## src/rtl/accumulator_seq_pkg.sv

```systemverilog
// Shared constants for the accumulator stage: opcodes, FSM encoding and
// the default datapath width.
package accumulator_seq_pkg;

    localparam int ACC_WIDTH = 8;

    localparam logic [1:0] OP_CLEAR = 2'b00;
    localparam logic [1:0] OP_LOAD  = 2'b01;
    localparam logic [1:0] OP_ADD   = 2'b10;
    localparam logic [1:0] OP_SUB   = 2'b11;

    typedef enum logic [1:0] {
        ST_IDLE   = 2'd0,
        ST_EXEC   = 2'd1,
        ST_RESULT = 2'd2
    } state_t;

endpackage

```

## src/rtl/adder_basic.sv

```systemverilog
// Combinational two's-complement adder/subtractor with signed overflow.
// Subtraction is a + ~b + 1. Overflow is flagged when both addends seen by
// the adder share a sign and the sum's sign differs from it.
module adder_basic #(
    parameter int WIDTH = 8
) (
    input  logic [WIDTH-1:0] a,
    input  logic [WIDTH-1:0] b,
    input  logic             subtract,
    output logic [WIDTH-1:0] sum,
    output logic             overflow
);

    logic [WIDTH-1:0] b_eff;

    assign b_eff    = subtract ? ~b : b;
    assign sum      = a + b_eff + {{(WIDTH-1){1'b0}}, subtract};
    assign overflow = (a[WIDTH-1] == b_eff[WIDTH-1]) && (sum[WIDTH-1] != a[WIDTH-1]);

endmodule

```

## src/rtl/accumulator_seq.sv

```systemverilog
// Sequential accumulator wrapped around adder_basic.
//
// Handshakes: a transfer happens on a rising clk edge where valid and ready
// are both high. On the input side the block raises in_ready only in IDLE and
// the producer must hold op/operand stable while in_valid is high until that
// edge. On the output side out_valid stays high, with acc and the flags held
// stable, until the edge where out_ready is also high.
//
// One op is processed at a time: IDLE (accept) -> EXEC (adder + register
// update) -> RESULT (present until taken). The FSM state is exported on
// fsm_state for observability.
module accumulator_seq
    import accumulator_seq_pkg::*;
#(
    parameter int WIDTH    = ACC_WIDTH,
    parameter bit SATURATE = 1'b0
) (
    input  logic             clk,
    input  logic             rst,
    input  logic             in_valid,
    output logic             in_ready,
    input  logic [1:0]       op,
    input  logic [WIDTH-1:0] operand,
    output logic             out_valid,
    input  logic             out_ready,
    output logic [WIDTH-1:0] acc,
    output logic             op_overflow,
    output logic             sticky_overflow,
    output logic [7:0]       op_count,
    output state_t           fsm_state
);

    state_t           state_q, state_d;
    logic [1:0]       op_q, op_d;
    logic [WIDTH-1:0] operand_q, operand_d;
    logic [WIDTH-1:0] acc_q, acc_d;
    logic             ovf_q, ovf_d;
    logic             sticky_q, sticky_d;
    logic [7:0]       count_q, count_d;

    logic [WIDTH-1:0] add_sum;
    logic             add_ovf;
    logic [WIDTH-1:0] sat_value;

    adder_basic #(
        .WIDTH (WIDTH)
    ) u_adder (
        .a        (acc_q),
        .b        (operand_q),
        .subtract (op_q == OP_SUB),
        .sum      (add_sum),
        .overflow (add_ovf)
    );

    // Signed overflow always pushes the result past the limit on the side of
    // a's sign, so the clamp value follows the accumulator's sign bit.
    assign sat_value = acc_q[WIDTH-1] ? {1'b1, {(WIDTH-1){1'b0}}}
                                      : {1'b0, {(WIDTH-1){1'b1}}};

    // State and datapath registers; reset discards any op in flight.
    always_ff @(posedge clk or posedge rst) begin
        if (rst) begin
            state_q   <= ST_IDLE;
            op_q      <= OP_CLEAR;
            operand_q <= '0;
            acc_q     <= '0;
            ovf_q     <= 1'b0;
            sticky_q  <= 1'b0;
            count_q   <= 8'd0;
        end else begin
            state_q   <= state_d;
            op_q      <= op_d;
            operand_q <= operand_d;
            acc_q     <= acc_d;
            ovf_q     <= ovf_d;
            sticky_q  <= sticky_d;
            count_q   <= count_d;
        end
    end

    // Next-state and datapath update: capture in IDLE, compute in EXEC,
    // hold in RESULT until the downstream handshake.
    always_comb begin
        state_d   = state_q;
        op_d      = op_q;
        operand_d = operand_q;
        acc_d     = acc_q;
        ovf_d     = ovf_q;
        sticky_d  = sticky_q;
        count_d   = count_q;
        case (state_q)
            ST_IDLE: begin
                if (in_valid && in_ready) begin
                    op_d      = op;
                    operand_d = operand;
                    state_d   = ST_EXEC;
                end
            end
            ST_EXEC: begin
                case (op_q)
                    OP_CLEAR: begin
                        acc_d    = '0;
                        ovf_d    = 1'b0;
                        sticky_d = 1'b0;
                    end
                    OP_LOAD: begin
                        acc_d    = operand_q;
                        ovf_d    = 1'b0;
                        sticky_d = 1'b0;
                    end
                    default: begin
                        acc_d    = (SATURATE && add_ovf) ? sat_value : add_sum;
                        ovf_d    = add_ovf;
                        sticky_d = sticky_q | add_ovf;
                    end
                endcase
                state_d = ST_RESULT;
            end
            ST_RESULT: begin
                if (out_ready) begin
                    count_d = count_q + 8'd1;
                    state_d = ST_IDLE;
                end
            end
            default: state_d = ST_IDLE;
        endcase
    end

    // in_ready is gated by rst so nothing is accepted while reset is held.
    assign in_ready        = (state_q == ST_IDLE) && !rst;
    assign out_valid       = (state_q == ST_RESULT);
    assign acc             = acc_q;
    assign op_overflow     = ovf_q;
    assign sticky_overflow = sticky_q;
    assign op_count        = count_q;
    assign fsm_state       = state_q;

endmodule

```

## config.mk

```make
export PLATFORM = sky130hd
export DESIGN_NAME = accumulator_seq
export DESIGN_NICKNAME = d
export VERILOG_FILES = /design/src/rtl/accumulator_seq_pkg.sv /design/src/rtl/adder_basic.sv /design/src/rtl/accumulator_seq.sv
export SDC_FILE = /design/constraint.sdc
export NUM_CORES = 1
export LEC_CHECK = 0
export CORE_MARGIN = 2
export CORE_UTILIZATION = 55
export DETAILED_ROUTE_END_ITERATION = 10
export PLACE_DENSITY = 0.82
export SYNTH_ARGS = -nofsm -noshare
export SYNTH_HDL_FRONTEND = slang
export SYNTH_SLANG_ARGS = --single-unit
```

## constraint.sdc

```tcl
create_clock -name clk -period 4.15 [get_ports clk]
set_input_delay 0.83 -clock clk [delete_from_list [all_inputs] [get_ports clk]]
set_output_delay 0.83 -clock clk [all_outputs]
set_load 0.01 [all_outputs]
```

# Word level (Yosys, flattened, before mapping)
# Cells that the tools add are included.
[word_totals]
wordCells = 37
input_bits = 14
regBits = 30
[classes]
bitwise_logic = 2
n_addsub = 3
n_eq_ne = 8
mux = 7
n_reduce_logical = 10
[op_table]
columns = ["operator", "n"]
rows = [
  ["$pmux W8 S2", 1],
  ["$add A8 B1 Y8", 1],
  ["$add A8 B1 Y8 const B", 1],
  ["$add A8 B8 Y8", 1],
  ["$mux W8", 1],
  ["$not A8 Y8", 1],
  ["$pmux W2 S3", 1],
  ["$reduce_and A2 Y1", 3],
  ["$eq A2 B1 Y1 const B", 2],
  ["$eq A2 B2 Y1 const B", 2],
  ["$logic_not A2 Y1", 2],
  ["$mux W2", 2],
  ["$logic_and A1 B1 Y1", 3],
  ["$mux W1", 2],
  ["$ne A2 B1 Y1 const B", 1],
  ["$ne A2 B2 Y1 const B", 1],
  ["$reduce_or A2 Y1", 1],
  ["$eq A1 B1 Y1", 1],
  ["$logic_not A1 Y1", 1],
  ["$ne A1 B1 Y1", 1],
  ["$or A1 B1 Y1", 1],
]

# Longest topological paths before layout
# Gate-level depths: netlist (run 1).
[depth]
depth_word = 8
mapped_depth = 11
depth_no_buf = 10

# Modules after synthesis
# A second synthesis (run 1) with hierarchy kept.
[unflattened]
cells_unflattened = 161
area_unflattened_um2 = 1769.2
[modules_own_cells]
columns = ["mod", "instances", "cells_each", "seq_area_each_um2", "area_per_inst_um2"]
rows = [
  ["accumulator_seq", 1, 112, 750.7, 1358.8],
  ["adder_basic", 1, 49, 0.0, 410.4],
]

# Worst setup path after synthesis (run 1)
# Ideal clock, no wire load.
[synth_path]
path_type = "reg-to-reg"
startpoint = "register op_q[1]"
endpoint = "register acc_q[7], in the netlist acc[7]"
period_less_slack_ns = 2.570
path_slack_ns = 1.580
arrival_time_ns = 2.444
setup_ns = 0.126
n_path_buf = 1
path_stages_with_launch = 11
path_cell_list = "dfrtp_1 buf_4 nand2_1 xnor2_1 ha_1 a21oi_1 o211ai_4 a41oi_4 mux2i_1 o21ai_1 a221o_1"
[synth_via]
elab_chain_len = 5
word_cells_on_any_way = 7
[synth_rtl]
columns = ["item", "line_no", "text"]
rows = [
  ["start: declaration", "accumulator_seq.sv:34", "logic [1:0] op_q, op_d;"],
  ["start signal: assignment", "accumulator_seq.sv:72", "op_q <= op_d;"],
  ["$eq A2 B2 Y1", "accumulator_seq.sv:50", ".subtract (op_q == OP_SUB),"],
  ["$mux W8", "adder_basic.sv:16", "assign b_eff = subtract ? ~b : b;"],
  ["$add A8 B8 Y8", "adder_basic.sv:17", "assign sum = a + b_eff + {{(WIDTH-1){1'b0}}, subtract};"],
  ["$add A8 B1 Y8", "adder_basic.sv:17", ""],
  ["$pmux W8 S2 (*)", "accumulator_seq.sv:100", "case (op_q)"],
  ["end signal: assignment", "accumulator_seq.sv:66", "acc_q <= '0;"],
  ["end signal: assignment", "accumulator_seq.sv:74", "acc_q <= acc_d;"],
  ["end: declaration", "accumulator_seq.sv:36", "logic [WIDTH-1:0] acc_q, acc_d;"],
]
# Every way passes the cells marked *; elsewhere a longest branch is shown, timed or not.
# A chain may end at the register's enable or synchronous reset.

# Worst setup path after layout (run 1)
# Ends and elaborated chain as after synthesis.

==> impl_results.md, run 1 <==
* Crit path DAT at approximately 3.5 ns
* CTS clk-pin slew, worst paths at 0.10 ns
* Skew final at 0.0120 ns
* Final setup vio count at 0
* Slew @ Worst Pin at 1.10 ns
* Sequential fraction of the synthesis area at 42.9%
* HP Class: reg -> reg
* Die Y at 60.4 um
* Slew headroom at 26.6%
* Critical Path Sink Type: flip-flop
* Critical Path Stages at 9
* DR WL/cell at 15.1 um
* Worst-path fanout max at 16
* Gpl congestion at roughly 0.94
* Post-CTS Hold Buffers at 0
* Commonest non-fill, non-tap cells in the layout: clkdlybuf4s50_1, dfrtp_1, xnor2_1
* Post-Syn Area per Cell at 10.6 sq um
* Main synth FF type: dfrtp_1
* HPWL after detailed placement at 2650 um
* Post-CTS sizing at 0
* Cell Area, Synth at 1750 sq um
* Latest clock arrival within the worst-skew pair at 0.34 ns
* Final hold violation count at 0
* Clock Sink Count at 30
* Ys Warns at 0
* Initial Util at 57.8%
* Critical path required time at 4.39 ns
* Crit path kind: reg -> reg
* F_max at 311 MHz
* Layout area overhead at 24.6%
* Gr ovfl total at 0
* Final layout net count at 221
* Crit-path leading delay family: compound AO/OA/AOI/OAI gates
* DIE WIDTH at 60.4 um
* Boundary Pins at 36
* Num rows at 20
* Max IR drop VDD at 0.401 mV
* Maximum clock path buffer count at 2
* Final ANT Viol Nets at 0
* Port buffer count at 35
* First-pass iteration count of the detailed router at 5
* DRC at 0
* CP max-delay cell: dfrtp_1
* Fillcell total at 220
* Max-cap viol count at 0
* Mapped Nets at 188
* Period utilisation layout at between 70% and 80%
* Starting DRT DRC Count at 34
* Vias in the first global route at approximately 1.4k
* Ant diodes at 0
* Slowest stage delay, CP at 0.71 ns
* Vias post-DR at 1374
* Die area at 3650 sq um
* Cells on worst reg2reg path at 9
* First-pass GRT wire length at 6080 um
* Post-synth EDFFs at 0
* Yosys cell types at 36
* Pwr Total at 1690 uW
* RSZ-0062 raised after global routing: no
* Initial antenna violation count at 0
* Worst setup SP type: flip-flop
* Core ar. at around 3000 sq um
* Cells after Synth at 165
* TritonCTS clock tree: done
* Status: finished clean
* Async set or reset register ratio after synthesis at 100%
* Leakage power total at between 0.0009 and 0.001 uW
* Number of setup buffers added after CTS at 0
* Hold Path Depth at 1
* Yosys reg bits at 30
* DR vias/cell at between 5 and 6
* Pwr dens at 775 nW/um^2
* H-tree depth at 2
* All-Layer GR Usage at between 20% and 30%
* Cell Chain, Critical Path: nand2_1 > xnor2_1 > ha_1 > a21oi_1 > o211ai_4 > a41oi_4 > mux2i_1 > o21ai_1 > a221o_1
* Share of cells above drive strength 1 at about 12%
* Cts bufs inserted at 5
* Sum of buffers and inverters on the critical path at 0
* CTS root buffer: clkbuf_4
* Routed WL at 3660 um
* Setup TNS at 0 ns
* Leading cell type in the layout, fill and taps excluded: clkdlybuf4s50_1
* Minimum clock period at around 3.2 ns
* Slew Viols, Final at 0
* Pin count of the biggest net entering global routing at 31
-- final timing paths --
kind	slack, ns	end	start
worst max-delay path	0.93	acc[7]	op_q[1]
worst min-delay path	0.49	op_count[7]	op_count[7]
worst max register to register	0.93	acc[7]	op_q[1]
worst min register to register	0.49	op_count[7]	op_count[7]
max in group asynchronous	2.38	op_q[0]	rst
min in group asynchronous	1.10	acc[7]	rst
-- flip-flops by register name (all words and copies together) (netlist names) --
signal	flops
acc	8
op_count	8
operand_q	8
fsm_state	2
op_q	2
op_overflow	1
sticky_overflow	1
-- cells by family (layout without fill, tap and decap cells) --
family	count (synthesis)	count (layout)	synth area share, %
simple gates	51	51	15.2
flops	30	30	42.9
compound gates	26	26	11.4
xor+xnor	20	20	10.0
mux	15	15	9.44
buf+inv	14	48	4.15
fa+ha+maj	9	9	6.86
-- worst register-to-register path: cells and delay by family (launching register included) --
| kind | cells | cell delay, ns |
|---|---|---|
| fa+ha+maj | 1 | 0.30 |
| compound gates | 5 | 1.14 |
| simple gates | 1 | 0.41 |
| flops | 1 | 0.71 |
| xor+xnor | 1 | 0.30 |
| mux | 1 | 0.25 |
-- report_power, final --
| part | switching [uW] | internal, uW | total [uW] |
|---|---|---|---|
| Sequential | 133 | 389 | 522 |
| Clock | 103 | 116 | 218 |
| Combinational | 460 | 491 | 951 |
| Total | 695 | 996 | 1690 |
-- layout make-up --
type,instances,area [sq um],share of cell area (%)
Clock buffer,8,78.8,3.61
Inverter,5,18.8,0.861
Multi-Input combinational cell,121,927,42.5
Sequential cell,30,751,34.4
Tap cell,44,55.1,2.52
Timing Repair Buffer,35,350,16.1
-- synth_stat cells (all sizes together) (3+ instances only) --
| cell type | count | area share (%) |
|---|---|---|
| a21oi | 8 | 2.3 |
| a221oi | 4 | 2.0 |
| buf | 5 | 2.2 |
| clkbuf | 4 | 0.86 |
| dfrtp | 30 | 43 |
| ha | 8 | 5.7 |
| inv | 5 | 1.1 |
| mux2 | 12 | 7.7 |
| mux2i | 3 | 1.7 |
| nand2 | 11 | 2.4 |
| nand3 | 8 | 2.3 |
| nand4 | 3 | 1.9 |
| nor2 | 12 | 2.6 |
| nor2b | 6 | 2.1 |
| nor3 | 3 | 0.86 |
| o21ai | 7 | 2.0 |
| xnor2 | 16 | 8.0 |
| xor2 | 4 | 2.0 |
-- metrics by stage --
stage | setup WS [ns] | std cells | instance area (sq um) | hold WS [ns] | utilization [%]
2_1_floorplan | 1.58 | 165 | 1750 | 0.508 | -
3_3_place_gp | 1.17 | 235 | 2100 | 0.463 | 69.4
3_5_place_dp | 0.974 | 235 | 2100 | 0.476 | 69.4
4_1_cts | 0.975 | 243 | 2180 | 0.489 | 72.0
5_1_grt | 0.707 | 243 | 2180 | 0.536 | 72.0
6_report | 0.932 | 243 | 2180 | 0.487 | 72.0
-- metal layers --
layer	GRT usage, %	vias to the layer above	part of all wire, %
met2	38.5	44	51
met3	7.04	9	4.8
met1	26.6	680	42
met4	11.2	0	2.2
met5	0	-	0
li1	-	641	-
No activity file was read; power rests on OpenSTA's default activity.
==> run 2, diff against run 1 <==
- CORE_UTILIZATION: 55 -> 51
- PLACE_DENSITY: 0.82 -> 0.77
- clock period: 4.15 -> 3.15 ns (I/O delays scaled with it)
==> run 2 against run 1 <==
Final area up 0.29%. Die area up 7.3%. Cell count up 2.1%. Fmax up 18%. Clock power up 9.2%. Critical path depth unchanged. Core utilization down 6.0 points. Global-route usage down 1.8 points. Sequential cell count unchanged. Combinational power up 35%. Largest cell class unchanged.
==> impl_results.md, run 2 (synthesis results as in run 1) <==
* Status: finished clean
* Number of setup buffers added after CTS at 0 (unchanged)
* Gpl congestion at 0.873 (-7.5%)
* All-Layer GR Usage at 21.0% (-1.8 points)
* CP max-delay cell: dfrtp_1
* Final setup margin at 0.417 ns (-0.515 ns)
* Combinational share of power at 58.7% (+2.5 points)
* Final setup vio count at 0 (unchanged)
* Leading cell type in the layout, fill and taps excluded: clkdlybuf4s50_1
* HPWL after detailed placement at 2680 um (+1.1%)
* Slew headroom at 47.5% (+21 points)
* Pin count of the biggest net entering global routing at 18 (-42%)
* Die area at 3920 sq um (+7.3%)
* HP Class: reg -> reg
* Die Y at 62.6 um (+3.6%)
* Vias in the first global route at 1397 (+0.87%)
* Max-cap viol count at 0 (unchanged)
* Slowest stage delay, CP at 0.36 ns (-0.35 ns)
* Starting DRT DRC Count at 47 (+38%)
* Boundary Pins at 36 (unchanged)
* Core ar. at 3310 sq um (+9.3%)
* Pre-CTS WS at 0.426 ns (-0.548 ns)
* DRC at 0 (unchanged)
* Worst R2R Start: op_q[1]
* F_max at 366 MHz (+18%)
* Skew final at 0.00672 ns (-0.00530 ns)
* Cts bufs inserted at 5 (unchanged)
* TritonCTS clock tree: done
* Min-delay src: op_overflow
* Commonest non-fill, non-tap cells in the layout: clkdlybuf4s50_1, dfrtp_1, xnor2_1
* RSZ-0062 raised after global routing: no
* Ant diodes at 0 (unchanged)
* CTS root buffer: clkbuf_4
* First-pass GRT wire length at 6430 um (+5.8%)
* Latest clock arrival within the worst-skew pair at 0.33 ns (about the same)
* Hold Path End: op_overflow
* Clock Sink Count at 30 (unchanged)
* Worst setup SP type: flip-flop
* Sw Pwr at 896 uW (+29%)
* Pwr dens at 994 nW/um^2 (+28%)
* Placed cell area at 2130 sq um (+1.2%)
* Inst Count DP at 240 (+2.1%)
* Hold Path Depth at 2 (+1)
* Layout area overhead at 24.9%
* DR WL/cell at 14.7 um (-2.6%)
* Slew @ Worst Pin at 0.785 ns (-0.314 ns)
* Worst-path fanout max at 8 (-8)
* First-pass iteration count of the detailed router at 4 (-1)
* Leakage power total at 0.000923 uW (+0.56%)
* Period utilisation layout at 86.8% (+9.2 points)
* Gr ovfl total at 0 (unchanged)
* Initial antenna violation count at 0 (unchanged)
* Critical Path Sink Type: flip-flop
* Non-Filler Instances at 248 (+2.1%)
* Final ANT Viol Nets at 0 (unchanged)
* Hold slack at 0.485 ns (-0.00268 ns)
* DIE WIDTH at 62.6 um (+3.6%)
* Crit path DAT at 2.95 ns (-0.50 ns)
* Setup TNS at 0 ns (unchanged)
* Cell Chain, Critical Path: nand2_1 > xnor2_1 > ha_1 > a21oi_1 > o211ai_4 > a41oi_4 > mux2i_1 > o21ai_1 > a221o_1
* Share of cells above drive strength 1 at 12.4% (+0.82 points)
* Initial Util at 52.9% (-4.9 points)
* Num rows at 21 (+5.0%)
* Maximum clock path buffer count at 2 (unchanged)
* Post-route cell area at 2190 sq um (+0.29%)
* CTS clk-pin slew, worst paths at 0.10 ns (about the same)
* Port buffer count at 35 (unchanged)
* Minimum clock period at 2.73 ns (-0.485 ns)
* Cells on worst reg2reg path at 9 (unchanged)
* H-tree depth at 2 (unchanged)
* Post-CTS sizing at 0 (unchanged)
* Net Sw Frac at 41.2% (+0.13 points)
* Vias post-DR at 1369 (-0.36%)
* R2r setup slk at 0.42 ns (-0.52 ns)
* Final hold violation count at 0 (unchanged)
* Slew Viols, Final at 0 (unchanged)
* Post-CTS Hold Buffers at 0 (unchanged)
* Max IR drop VDD at 0.547 mV (+36%)
* Crit path kind: reg -> reg
* Clock share of power at 11.0% (-1.9 points)
* Routed WL at 3640 um (-0.55%)
* Critical path required time at 3.37 ns (-1.02 ns)
* DR vias/cell at 5.52 (-2.4%)
* Final layout net count at 224 (+1.4%)
* Reg2reg end: acc[7]
* P_int at 1280 uW (+28%)
* Flop pwr share at 30.4% (-0.4 points)
[run 2: cell count changes in the layout (fill, tap and decap cells not counted)]
cell / before / now
buf_4: 0 / 3
clkbuf_8: 3 / 1
clkinv_2: 0 / 1
clkbuf_1: 0 / 1
[run 2: routing by layer]
layer / part of all wire [%] / up-vias / GRT usage [%]
met3: 4.3 / 7 / 6.13
met4: 1.5 / 0 / 7.78
met2: 51 / 39 / 34.7
met1: 43 / 671 / 26.3
li1: - / 652 / -
met5: 0 / - / 0
[run 2: critical path, delay by kind of cell (launching register included)]
kind	cells	cell delay (ns)
AOI/OAI and AO/OA	5	1.12
DFF	1	0.36
xor gates and xnor gates	1	0.32
adders and majority gates	1	0.30
and+or+nand+nor	1	0.27
muxes	1	0.24
[run 2: power groups by stage]
stage / clock network [uW] / registers, uW / logic [uW]
detailed placement: 0 / 666 / 1270
CTS: 246 / 661 / 1280
global route: 265 / 685 / 1400
global placement: 0 / 659 / 1220
floorplan: 0 / 660 / 906
finish: 238 / 660 / 1280
[run 2: cell type report]
class / count / area, sq um
Clock inverter: 1 / 5.00
Multi-Input combinational cell: 121 / 927
Inverter: 5 / 18.8
Fill cell: 281 / 1120
Clock buffer: 7 / 55.1
Sequential cell: 30 / 751
Tap cell: 46 / 57.6
Timing Repair Buffer: 38 / 373
[run 2: how the worst max path moves through the flow]
stage,from,endpoint,depth (start not counted)
floorplan,op_q[1],acc[7],10
global placement,op_q[1],acc[7],9
detailed placement,op_q[0],acc[7],9
CTS,op_q[1],acc[7],9
global route,op_q[1],acc[7],9
finish,op_q[1],acc[7],9
[run 2: stage by stage]
| step | power [uW] | util (%) |
|---|---|---|
| floorplan | 1570 | - |
| global placement | 1880 | 64.2 |
| detailed placement | 1940 | 64.2 |
| CTS | 2190 | 66.1 |
| global route | 2350 | 66.1 |
| finish | 2170 | 66.1 |
==> run 3, diff against run 2 <==
- CAP_MARGIN: unset -> 40
- CORE_UTILIZATION: 51 -> 53
- CTS_BUF_LIST: unset -> sky130_fd_sc_hd__clkbuf_4
- PLACE_DENSITY: 0.77 -> 0.79
- TNS_END_PERCENT: unset -> 5
==> run 3 against run 2 <==
Cell count fell by 0.81%. Clock power is 4% lower. Core utilization up 4.1 points. Count of clock-buffer cells in the layout fell by 1.
==> impl_results.md, run 3 (synthesis results as in run 1) <==
* Maximum clock path buffer count at 2 (unchanged)
* Crit path kind: reg -> reg
* RSZ-0062 raised after global routing: no
* HPWL after detailed placement at 2590 um (-3.3%)
* Core ar. at 3100 sq um (-6.3%)
* DR WL/cell at 14.4 um (-1.8%)
* Routed WL at 3550 um (-2.6%)
* Die area at 3780 sq um (-3.5%)
* HP Class: reg -> reg
* Pwr dens at 986 nW/um^2 (-0.74%)
* Sw Pwr at 890 uW (-0.68%)
* H-tree depth at 2 (unchanged)
* Final ANT Viol Nets at 0 (unchanged)
* Minimum clock period at 2.72 ns (-0.0146 ns)
* Post-CTS Hold Buffers at 0 (unchanged)
* Final setup vio count at 0 (unchanged)
* Net Sw Frac at 41.4% (+0.19 points)
* Gr ovfl total at 0 (unchanged)
* Latest clock arrival within the worst-skew pair at 0.33 ns (about the same)
* Placed cell area at 2120 sq um (-0.12%)
* Pin count of the biggest net entering global routing at 31 (+13)
* Initial antenna violation count at 0 (unchanged)
* Starting DRT DRC Count at 64 (+36%)
* Max-cap viol count at 0 (unchanged)
* First-pass GRT wire length at 5820 um (-9.5%)
* Layout area overhead at 24.4%
* Crit path DAT at 2.93 ns (-0.02 ns)
* Final hold violation count at 0 (unchanged)
* CP max-delay cell: dfrtp_1
* R2r setup slk at 0.43 ns (about the same)
* First-pass iteration count of the detailed router at 4 (unchanged)
* Non-Filler Instances at 246 (-0.81%)
* Skew final at 0.00816 ns (+0.00144 ns)
* Slew Viols, Final at 0 (unchanged)
* Vias post-DR at 1340 (-2.1%)
* Slew headroom at 48.4% (+0.87 points)
* All-Layer GR Usage at 21.5% (+0.48 points)
* Vias in the first global route at 1308 (-6.4%)
* Period utilisation layout at 86.3% (-0.46 points)
* Cts bufs inserted at 5 (unchanged)
* Critical path required time at 3.36 ns (about the same)
* Cell Chain, Critical Path: nand2_1 > xnor2_1 > ha_1 > a21oi_1 > o211ai_4 > a41oi_4 > mux2i_1 > o21ai_1 > a221o_1
* Slew @ Worst Pin at 0.772 ns (-0.0130 ns)
* Setup TNS at 0 ns (unchanged)
* CTS root buffer: clkbuf_4
* DRC at 0 (unchanged)
* Combinational share of power at 58.7% (about the same)
* DIE WIDTH at 61.5 um (-1.8%)
* TritonCTS clock tree: done
* Max IR drop VDD at 0.464 mV (-15%)
* Commonest non-fill, non-tap cells in the layout: clkdlybuf4s50_1, dfrtp_1, xnor2_1
* Final setup margin at 0.432 ns (+0.0146 ns)
* Pre-CTS WS at 0.459 ns (+0.0330 ns)
* Ant diodes at 0 (unchanged)
* Initial Util at 56.4% (+3.5 points)
* Number of setup buffers added after CTS at 0 (unchanged)
* Flop pwr share at 30.7% (+0.3 points)
* Leakage power total at 0.000921 uW (-0.24%)
* DR vias/cell at 5.45 (-1.3%)
* Inst Count DP at 238 (-0.83%)
* Critical Path Sink Type: flip-flop
* P_int at 1260 uW (-1.5%)
* Port buffer count at 35 (unchanged)
* Crit-path leading delay family: compound AO/OA/AOI/OAI gates
* Gpl congestion at 0.823 (-5.8%)
* Fin util at 70.2% (+4.1 points)
* Post-CTS sizing at 0 (unchanged)
* Worst-path fanout max at 8 (unchanged)
* F_max at 368 MHz (+0.54%)
* Die Y at 61.5 um (-1.8%)
* CTS clk-pin slew, worst paths at 0.09 ns (about the same)
* Leading cell type in the layout, fill and taps excluded: clkdlybuf4s50_1
* Final layout net count at 224 (unchanged)
* Sum of buffers and inverters on the critical path at 0 (unchanged)
* Slowest stage delay, CP at 0.36 ns (about the same)
* Post-route cell area at 2180 sq um (-0.40%)
* Boundary Pins at 36 (unchanged)
* Clock share of power at 10.6% (-0.4 points)
* Worst setup SP type: flip-flop
* Share of cells above drive strength 1 at 12.4% (unchanged)
* Num rows at 20 (-4.8%)
* Status: finished clean
* Clock Sink Count at 30 (unchanged)
-- run 3: cell types whose count changed in the layout (fill, tap and decap cells not counted), sizes merged --
| cell | change |
|---|---|
| clkinv | +1 |
| clkbuf | -1 |
-- run 3: power by group through the flow --
stage / combinational, uW / sequential (uW) / clock (uW)
6_report: 1260 / 659 / 228
3_5_place_dp: 1260 / 670 / 0
2_1_floorplan: 906 / 660 / 0
4_1_cts: 1270 / 661 / 233
5_1_grt: 1390 / 679 / 252
3_3_place_gp: 1220 / 659 / 0
-- run 3: cell type report --
class                   instances  area, sq um
clock buffers                   6         45.0
clock inverters                 2         8.76
fillers                       252          925
inverters                       5         18.8
multi-input cells             121          927
flip-flops and latches         30          751
well taps                      44         55.1
repair buffers                 38          373
-- run 3: through the flow --
stage / total power [uW] / hold slack (ns)
after CTS: 2160 / 0.479
final: 2150 / 0.476
after detailed placement: 1930 / 0.466
after global placement: 1870 / 0.460
after floorplan: 1570 / 0.508
after global routing: 2320 / 0.493
-- run 3: worst paths after layout --
check | from | end | cells past startpoint
max | op_q[1] | acc[7] | 9
min | op_count[7] | op_count[7] | 1
max reg2reg | op_q[1] | acc[7] | 9
min reg2reg | op_count[7] | op_count[7] | 1
max in group asynchronous | rst | operand_q[3] | 3
min in group asynchronous | rst | op_overflow | 3
-- run 3: per-layer routing --
| metal | share of wire (%) | vias to the layer above | track usage (%) |
|---|---|---|---|
| li1 | - | 646 | - |
| met1 | 44 | 656 | 26.3 |
| met2 | 50 | 34 | 35.1 |
| met3 | 5.1 | 4 | 7.14 |
| met4 | 0.96 | 0 | 8.81 |
| met5 | 0 | - | 0 |
